File: src/rtl/fetch_stage.sv
`default_nettype none
// fetch_stage: PC sequencing, valid/ready instruction fetch with skid buffer, redirect drain, IF/ID register.
// Revision 1.0
module fetch_stage #(
   parameter logic [63:0] PC_RESET = 64'h0
) (
   input  logic        clk,
   input  logic        rst,
   output logic        imem_req,
   output logic [63:0] imem_addr,
   input  logic        imem_ready,
   input  logic [31:0] imem_data,
   input  logic        stall,
   input  logic        pc_src,
   input  logic [63:0] branch_target,
   output logic        if_id_valid,
   output logic [31:0] if_id_instr,
   output logic [63:0] if_id_pc,
   output logic [10:0] opcode_bits
);

   localparam logic [63:0] C_PC_RESET = {PC_RESET[63:2], 2'b00};
   localparam logic [63:0] C_ALIGN    = ~64'd3;

   typedef enum logic [1:0] {
      S_FETCH = 2'd0,
      S_HOLD  = 2'd1,
      S_DRAIN = 2'd2
   } state_e;

   state_e      state_q, state_d;
   logic [63:0] pc_q, pc_d;
   logic [63:0] drain_addr_q, drain_addr_d;
   logic [31:0] skid_instr_q, skid_instr_d;
   logic [63:0] skid_pc_q, skid_pc_d;
   logic        valid_q, valid_d;
   logic [31:0] instr_q, instr_d;
   logic [63:0] ifpc_q, ifpc_d;

   logic [63:0] w_target;
   logic [63:0] w_pc_inc;

   assign w_target = branch_target & C_ALIGN;
   assign w_pc_inc = pc_q + 64'd4;

   // The request is withdrawn combinationally while reset is asserted.
   assign imem_req    = !rst && (state_q != S_HOLD);
   assign imem_addr   = (state_q == S_DRAIN) ? drain_addr_q : pc_q;
   assign if_id_valid = valid_q;
   assign if_id_instr = instr_q;
   assign if_id_pc    = ifpc_q;
   assign opcode_bits = instr_q[31:21];

   always_comb begin
      state_d      = state_q;
      pc_d         = pc_q;
      drain_addr_d = drain_addr_q;
      skid_instr_d = skid_instr_q;
      skid_pc_d    = skid_pc_q;
      valid_d      = valid_q;
      instr_d      = instr_q;
      ifpc_d       = ifpc_q;
      case (state_q)
         S_FETCH: begin
            if (pc_src) begin
               pc_d    = w_target;
               valid_d = 1'b0;
               if (!imem_ready) begin
                  drain_addr_d = pc_q;
                  state_d      = S_DRAIN;
               end
            end else if (imem_ready) begin
               pc_d = w_pc_inc;
               if (!stall) begin
                  instr_d = imem_data;
                  ifpc_d  = pc_q;
                  valid_d = 1'b1;
               end else begin
                  skid_instr_d = imem_data;
                  skid_pc_d    = pc_q;
                  state_d      = S_HOLD;
               end
            end else if (!stall) begin
               valid_d = 1'b0;
            end
         end
         S_HOLD: begin
            if (pc_src) begin
               pc_d    = w_target;
               valid_d = 1'b0;
               state_d = S_FETCH;
            end else if (!stall) begin
               instr_d = skid_instr_q;
               ifpc_d  = skid_pc_q;
               valid_d = 1'b1;
               state_d = S_FETCH;
            end
         end
         S_DRAIN: begin
            valid_d = 1'b0;
            if (pc_src) begin
               pc_d = w_target;
            end
            // Once the abandoned beat completes there is nothing left to drain.
            if (imem_ready) begin
               state_d = S_FETCH;
            end
         end
         default: begin
            state_d = S_FETCH;
            valid_d = 1'b0;
         end
      endcase
   end

   always_ff @(posedge clk or posedge rst) begin
      if (rst) begin
         state_q      <= S_FETCH;
         pc_q         <= C_PC_RESET;
         drain_addr_q <= 64'd0;
         skid_instr_q <= 32'd0;
         skid_pc_q    <= 64'd0;
         valid_q      <= 1'b0;
         instr_q      <= 32'd0;
         ifpc_q       <= 64'd0;
      end else begin
         state_q      <= state_d;
         pc_q         <= pc_d;
         drain_addr_q <= drain_addr_d;
         skid_instr_q <= skid_instr_d;
         skid_pc_q    <= skid_pc_d;
         valid_q      <= valid_d;
         instr_q      <= instr_d;
         ifpc_q       <= ifpc_d;
      end
   end

endmodule
`default_nettype wire

File: config.mk
export PLATFORM = sky130hd
export DESIGN_NAME = fetch_stage
export DESIGN_NICKNAME = d
export VERILOG_FILES = /design/src/rtl/fetch_stage.sv
export SDC_FILE = /design/constraint.sdc
export NUM_CORES = 1
export LEC_CHECK = 0
export CAP_MARGIN = 10
export CORE_UTILIZATION = 35
export CTS_BUF_LIST = sky130_fd_sc_hd__clkbuf_4
export DETAILED_ROUTE_END_ITERATION = 8
export MAX_ROUTING_LAYER = met4
export PLACE_DENSITY = 0.63
export SLEW_MARGIN = 5
export SYNTH_ARGS = -nofsm -noshare
export SYNTH_HDL_FRONTEND = slang
export SYNTH_SLANG_ARGS = --single-unit
File: constraint.sdc
create_clock -name clk -period 13.3 [get_ports clk]
set_input_delay 1.995 -clock clk [delete_from_list [all_inputs] [get_ports clk]]
set_output_delay 1.995 -clock clk [all_outputs]
set_load 0.05 [all_outputs]
* Word level (Yosys, flattened, before mapping)
Index checks and enable logic that the tools add are counted.
** Word-level totals
- Logic and storage cells :: 68
- Register bits after elaboration :: 323
** Operators by class
- Eq/ne operators :: 15
- Bitwise logic cells :: 2
- $add $sub $neg :: 1
- Reductions and logical operators :: 11
- Muxes and demuxes :: 31
** Operators by type and width (number)
- 64-bit 2-to-1 mux :: 9
- 64-bit case mux with 2 select lines :: 2
- 32-bit 2-to-1 mux :: 5
- 64-bit by 3-bit adder with 64-bit output, second input constant :: 1
- 32-bit case mux with 2 select lines :: 1
- 2-bit 2-to-1 mux :: 7
- 2-bit != test, second input constant :: 6
- 3-bit != test, second input constant :: 4
- 2-bit case mux with 3 select lines :: 1
- 3-bit AND reduction :: 2
- 6-bit AND reduction :: 1
- 1-bit 2-to-1 mux :: 5
- 5-bit AND reduction :: 1
- 2-bit by 1-bit != test with 1-bit output, second input constant :: 2
- 4-bit != test, second input constant :: 1
- 4-bit AND reduction :: 1
- 2-bit nonzero test :: 2
- 2-bit by 1-bit equality test with 1-bit output, second input constant :: 1
- 2-bit equality test, second input constant :: 1
- 2-bit logical NOT :: 1
- 1-bit inverter :: 2
- 1-bit case mux with 2 select lines :: 1
- 2-bit OR reduction :: 1
- 1-bit logical AND :: 1
- 1-bit logical NOT :: 1

* Longest topological paths before layout
- Depth in word-level cells :: 4
- Depth in mapped cells :: 11

* Worst setup path after synthesis
No wires, ideal clock.
- Path kind :: input -> output
- From :: input rst
- To :: output imem_req
- Path slack :: 8665 ps
- Arrival :: 2640 ps
- Required time :: 11305 ps
- Cell stages on the path :: 1
- Cell sequence :: nor2_1
** On the way
- Word-level cells in the longest chain between the ends :: 2
** Ends and longest elaborated chain
- from (decl) :: RTL line 8 : input logic rst,
- 1-bit logical NOT (no line)
- 1-bit logical AND :: RTL line 47 : assign imem_req = !rst && (state_q != S_HOLD);
- to (decl) :: RTL line 9 : output logic imem_req,
No other way between the ends.

* Worst setup path after layout
- From :: register state_q[0]
- To :: output imem_addr[43]
** On the way
- Word-level cells in the longest chain between the ends :: 2
** Ends and longest elaborated chain
- from (decl) :: RTL line 31 : state_e state_q, state_d;
- from (signal assigned) :: RTL line 127 : state_q <= state_d;
- 2-bit equality test :: RTL line 48 : assign imem_addr = (state_q == S_DRAIN) ? drain_addr_q : pc_q;
- 64-bit 2-to-1 mux :: RTL line 48
- to (decl) :: RTL line 10 : output logic [63:0] imem_addr,
No other way between the ends.

==> impl_metrics.ini <==
[outcome]
outcome = finished, final reports clean

[synth]
yosysTopAreaCell = sky130_fd_sc_hd__dfrtp_1
synth.most_common_cell = sky130_fd_sc_hd__dfrtp_1
ffs_latches_synth = 315
post_synth_inst_count = 1445
syn-mean-instance-area_um2 = 10.6
synth.area.top_cells = sky130_fd_sc_hd__dfrtp_1 (51%), sky130_fd_sc_hd__mux2_2 (15%), sky130_fd_sc_hd__mux2i_1 (6.3%)
synth.lib_cells_used.distinct = 55
ys_seq_area_share_pct = 51.4
synth_top_cells_by_count = sky130_fd_sc_hd__dfrtp_1 (315), sky130_fd_sc_hd__mux2_2 (201), sky130_fd_sc_hd__nand2_1 (171)
synthesis.area_um2 = 15300
synth_enable_flop_cells = 0
ys.flop_type = sky130_fd_sc_hd__dfrtp_1
yosys_warnings = 0
asyncSetResetFlopFracSynth_pct = 100
synth.top_cell.area_share_pct = 51.4

[timing]
final.setup.tns_ns = 0
clock.fmax_mhz = 179
final_min_period_over_clock_period_pct = 42.1
post-route-min-period_ns = 5.60
maxSlewViolCount = 0
rsz0062_at_grt = false
final_critical_path_setup_slack_ns = 7.70
max_slew_margin_pct = 26.2
setup_viol = 0
timing.final.hold_violations = 0
hold-worst-slack_ns = 0.478
worst_clock_skew_ns = 0.0637
tightestPinTransition_ns = 1.11

[clock_tree]
cts_resized = 0
clock-root-buffer = sky130_fd_sc_hd__clkbuf_4
hold_buffers = 0
cts_made_buffers = 91
cts-htree-levels = 3
cts_max_path_buffers = 3
cts_sinks = 315
clkTransAtPathRegs_ns = 0.06
tritoncts = yes
post_cts_setup_repair_buffer_count = 0
latest_clock_arrival_within_the_worst_skew_pair_ns = 0.85

[critical_path]
cp_max_fo = 69
reg2reg_setup_slack_ns = 9.64
timing.rr.start = state_q[0]$_DFFE_PP0P_
timing.critical_path.required_ns = 11.31
cp-end-kind = output pin
rr_worst_depth = 8
worst-endpoint-arrival_ns = 3.60
worst_setup_path_endpoint = imem_addr[43]
critPathLaunch = state_q[0]$_DFFE_PP0P_
crit_type = reg -> out
reg_to_reg_end = pc_q[18]$_DFFE_PP0P_
kind_of_launch_point_of_the_worst_setup_path = flop

[pwr]
p_per_area_nw_per_um2 = 298
vdd_drop_max_v = 0.000190
static_leakage_nw = 7.89

[job]
cap_viol_max_count = 0

[routing]
drtAntennaViolNets = 0
route.final.wire_length_mm = 44.1
wire_per_inst_um = 18.9
route.detailed.drc = 0
drt-pass1-iter-count = 5
detail_route.vias_per_cell = 5.20
drt_iter0_drc = 808
vias = 12100

[global_routing]
wire_length_of_the_first_global_routing_pass_mm = 69.0
via_count_of_the_first_global_routing_pass = 12100
antenna_found_initial = 8
grt_overflow_total = 0
track_usage_pct = 20.6
pin_count_of_the_biggest_net_entering_global_routing = 121

[cells_and_area]
final_core_util_pct = 45.0
area_growth_pct = 26.7
nNetsFinal = 1776
drive_gt1_share_pct = 21.6

[worst_hold_path]
hold_path.class = reg -> reg

[floorplan]
core-area_um2 = 43200
io_pins = 274
initial_core_util_pct = 35.5
placement_rows = 76
die-area_um2 = 44600
die_outline_width_um = 211
fp.dieH_um = 211

[placement]
dpl_worst_slack_ns = 7.86
routabilityCongestion = 0.795
hpwl_mm = 28.6
numPortBuffers = 267
[area by class of cell]
type / count / area, µm²
Antenna cell: 12 / 30.0
Clock inverter: 21 / 81.3
Fill cell: 4121 / 23800
Tap cell: 585 / 732
Multi-Input combinational cell: 972 / 6830
Sequential cell: 315 / 7880
Inverter: 11 / 48.8
Clock buffer: 138 / 1040
Timing Repair Buffer: 280 / 2770
[registers in the layout, indices dropped and copies added, names as in the netlist]
signal	cells
state_q	2
drain_addr_q	62
skid_instr_q	32
if_id_valid	1
if_id_pc	62
pc_q	62
skid_pc_q	62
if_id_instr	32
[cells by family after synthesis]
logic type	after synthesis	share of synthesized area, %
simple gates	372	11.6
flops	315	51.4
mux	298	21.1
compound gates	293	11.0
buf+inv	161	4.48
fa+ha+maj	4	0.327
other cells	1	0.0245
xor+xnor	1	0.0572
[worst min path at each step]
stage	slack [ns]	from	endpoint	cells past startpoint
floorplan	0.45	skid_pc_q[16]$_DFFE_PP0P_	skid_pc_q[16]$_DFFE_PP0P_	2
global placement	0.46	if_id_instr[2]$_DFFE_PP0P_	if_id_instr[2]$_DFFE_PP0P_	2
detailed placement	0.47	if_id_instr[9]$_DFFE_PP0P_	if_id_instr[9]$_DFFE_PP0P_	2
CTS	0.48	if_id_instr[4]$_DFFE_PP0P_	if_id_instr[4]$_DFFE_PP0P_	2
global route	0.50	if_id_instr[20]$_DFFE_PP0P_	if_id_instr[20]$_DFFE_PP0P_	2
finish	0.48	if_id_instr[11]$_DFFE_PP0P_	if_id_instr[11]$_DFFE_PP0P_	2
[routing by layer]
| layer | vias up | track usage, % | wire length [µm] |
|---|---|---|---|
| met5 | - | - | 0 |
| met4 | 0 | 7.02 | 794 |
| met1 | 5985 | 26.4 | 19700 |
| li1 | 5679 | - | - |
| met2 | 402 | 30.7 | 20200 |
| met3 | 64 | 6.59 | 3360 |
[report_power, final]
| part | leakage (nW) | total, mW | internal, mW | switching (mW) |
|---|---|---|---|---|
| registers | 3.73 | 1.86 | 1.43 | 0.428 |
| clock network | 0.678 | 0.891 | 0.469 | 0.423 |
| logic | 3.48 | 3.04 | 1.14 | 1.90 |
| total | 7.89 | 5.79 | 3.04 | 2.75 |
[through the flow]
stage | total power [mW] | instance area (µm²) | std cells
2_1_floorplan | 3.96 | 15300 | 1448
3_3_place_gp | 4.86 | 18300 | 2163
3_5_place_dp | 4.92 | 18300 | 2163
4_1_cts | 5.84 | 19400 | 2322
5_1_grt | 6.15 | 19400 | 2333
6_report | 5.79 | 19400 | 2334
[critical path: stages (launching register included)]
cell,delay (ns)
sky130_fd_sc_hd__dfrtp_1,0.44
sky130_fd_sc_hd__inv_1,0.17
sky130_fd_sc_hd__ha_4,0.89
sky130_fd_sc_hd__nand2_1,0.08
sky130_fd_sc_hd__o21ai_0,0.16
sky130_fd_sc_hd__clkdlybuf4s50_1,0.99
[cell usage in the layout (no fill, tap or decap), types with 3 or more instances in the layout]
master,netlist,layout
sky130_fd_sc_hd__o22a_1,8,7
sky130_fd_sc_hd__clkinv_1,0,17
sky130_fd_sc_hd__dfrtp_1,315,315
sky130_fd_sc_hd__o22ai_1,27,26
sky130_fd_sc_hd__mux2i_1,97,97
sky130_fd_sc_hd__and2_1,7,7
sky130_fd_sc_hd__o21ai_0,137,137
sky130_fd_sc_hd__a2bb2oi_1,13,13
sky130_fd_sc_hd__nor4_1,10,10
sky130_fd_sc_hd__and4_1,9,9
sky130_fd_sc_hd__or4_1,4,4
sky130_fd_sc_hd__nand2_1,171,171
sky130_fd_sc_hd__or3_1,6,5
sky130_fd_sc_hd__buf_4,17,13
sky130_fd_sc_hd__nor3_1,20,20
sky130_fd_sc_hd__a21oi_1,69,69
sky130_fd_sc_hd__a31oi_1,11,11
sky130_fd_sc_hd__nand3_1,42,41
sky130_fd_sc_hd__nor2_1,46,45
sky130_fd_sc_hd__a21o_1,4,4
sky130_fd_sc_hd__and3_1,16,16
sky130_fd_sc_hd__clkdlybuf4s50_1,0,267
sky130_fd_sc_hd__inv_1,11,10
sky130_fd_sc_hd__nand4_1,28,28
sky130_fd_sc_hd__nor2b_1,3,3
sky130_fd_sc_hd__mux2_2,201,201
sky130_fd_sc_hd__conb_1,1,4
sky130_fd_sc_hd__diode_2,0,12
sky130_fd_sc_hd__clkbuf_4,0,138
No activity file was read; power rests on OpenSTA's default activity.
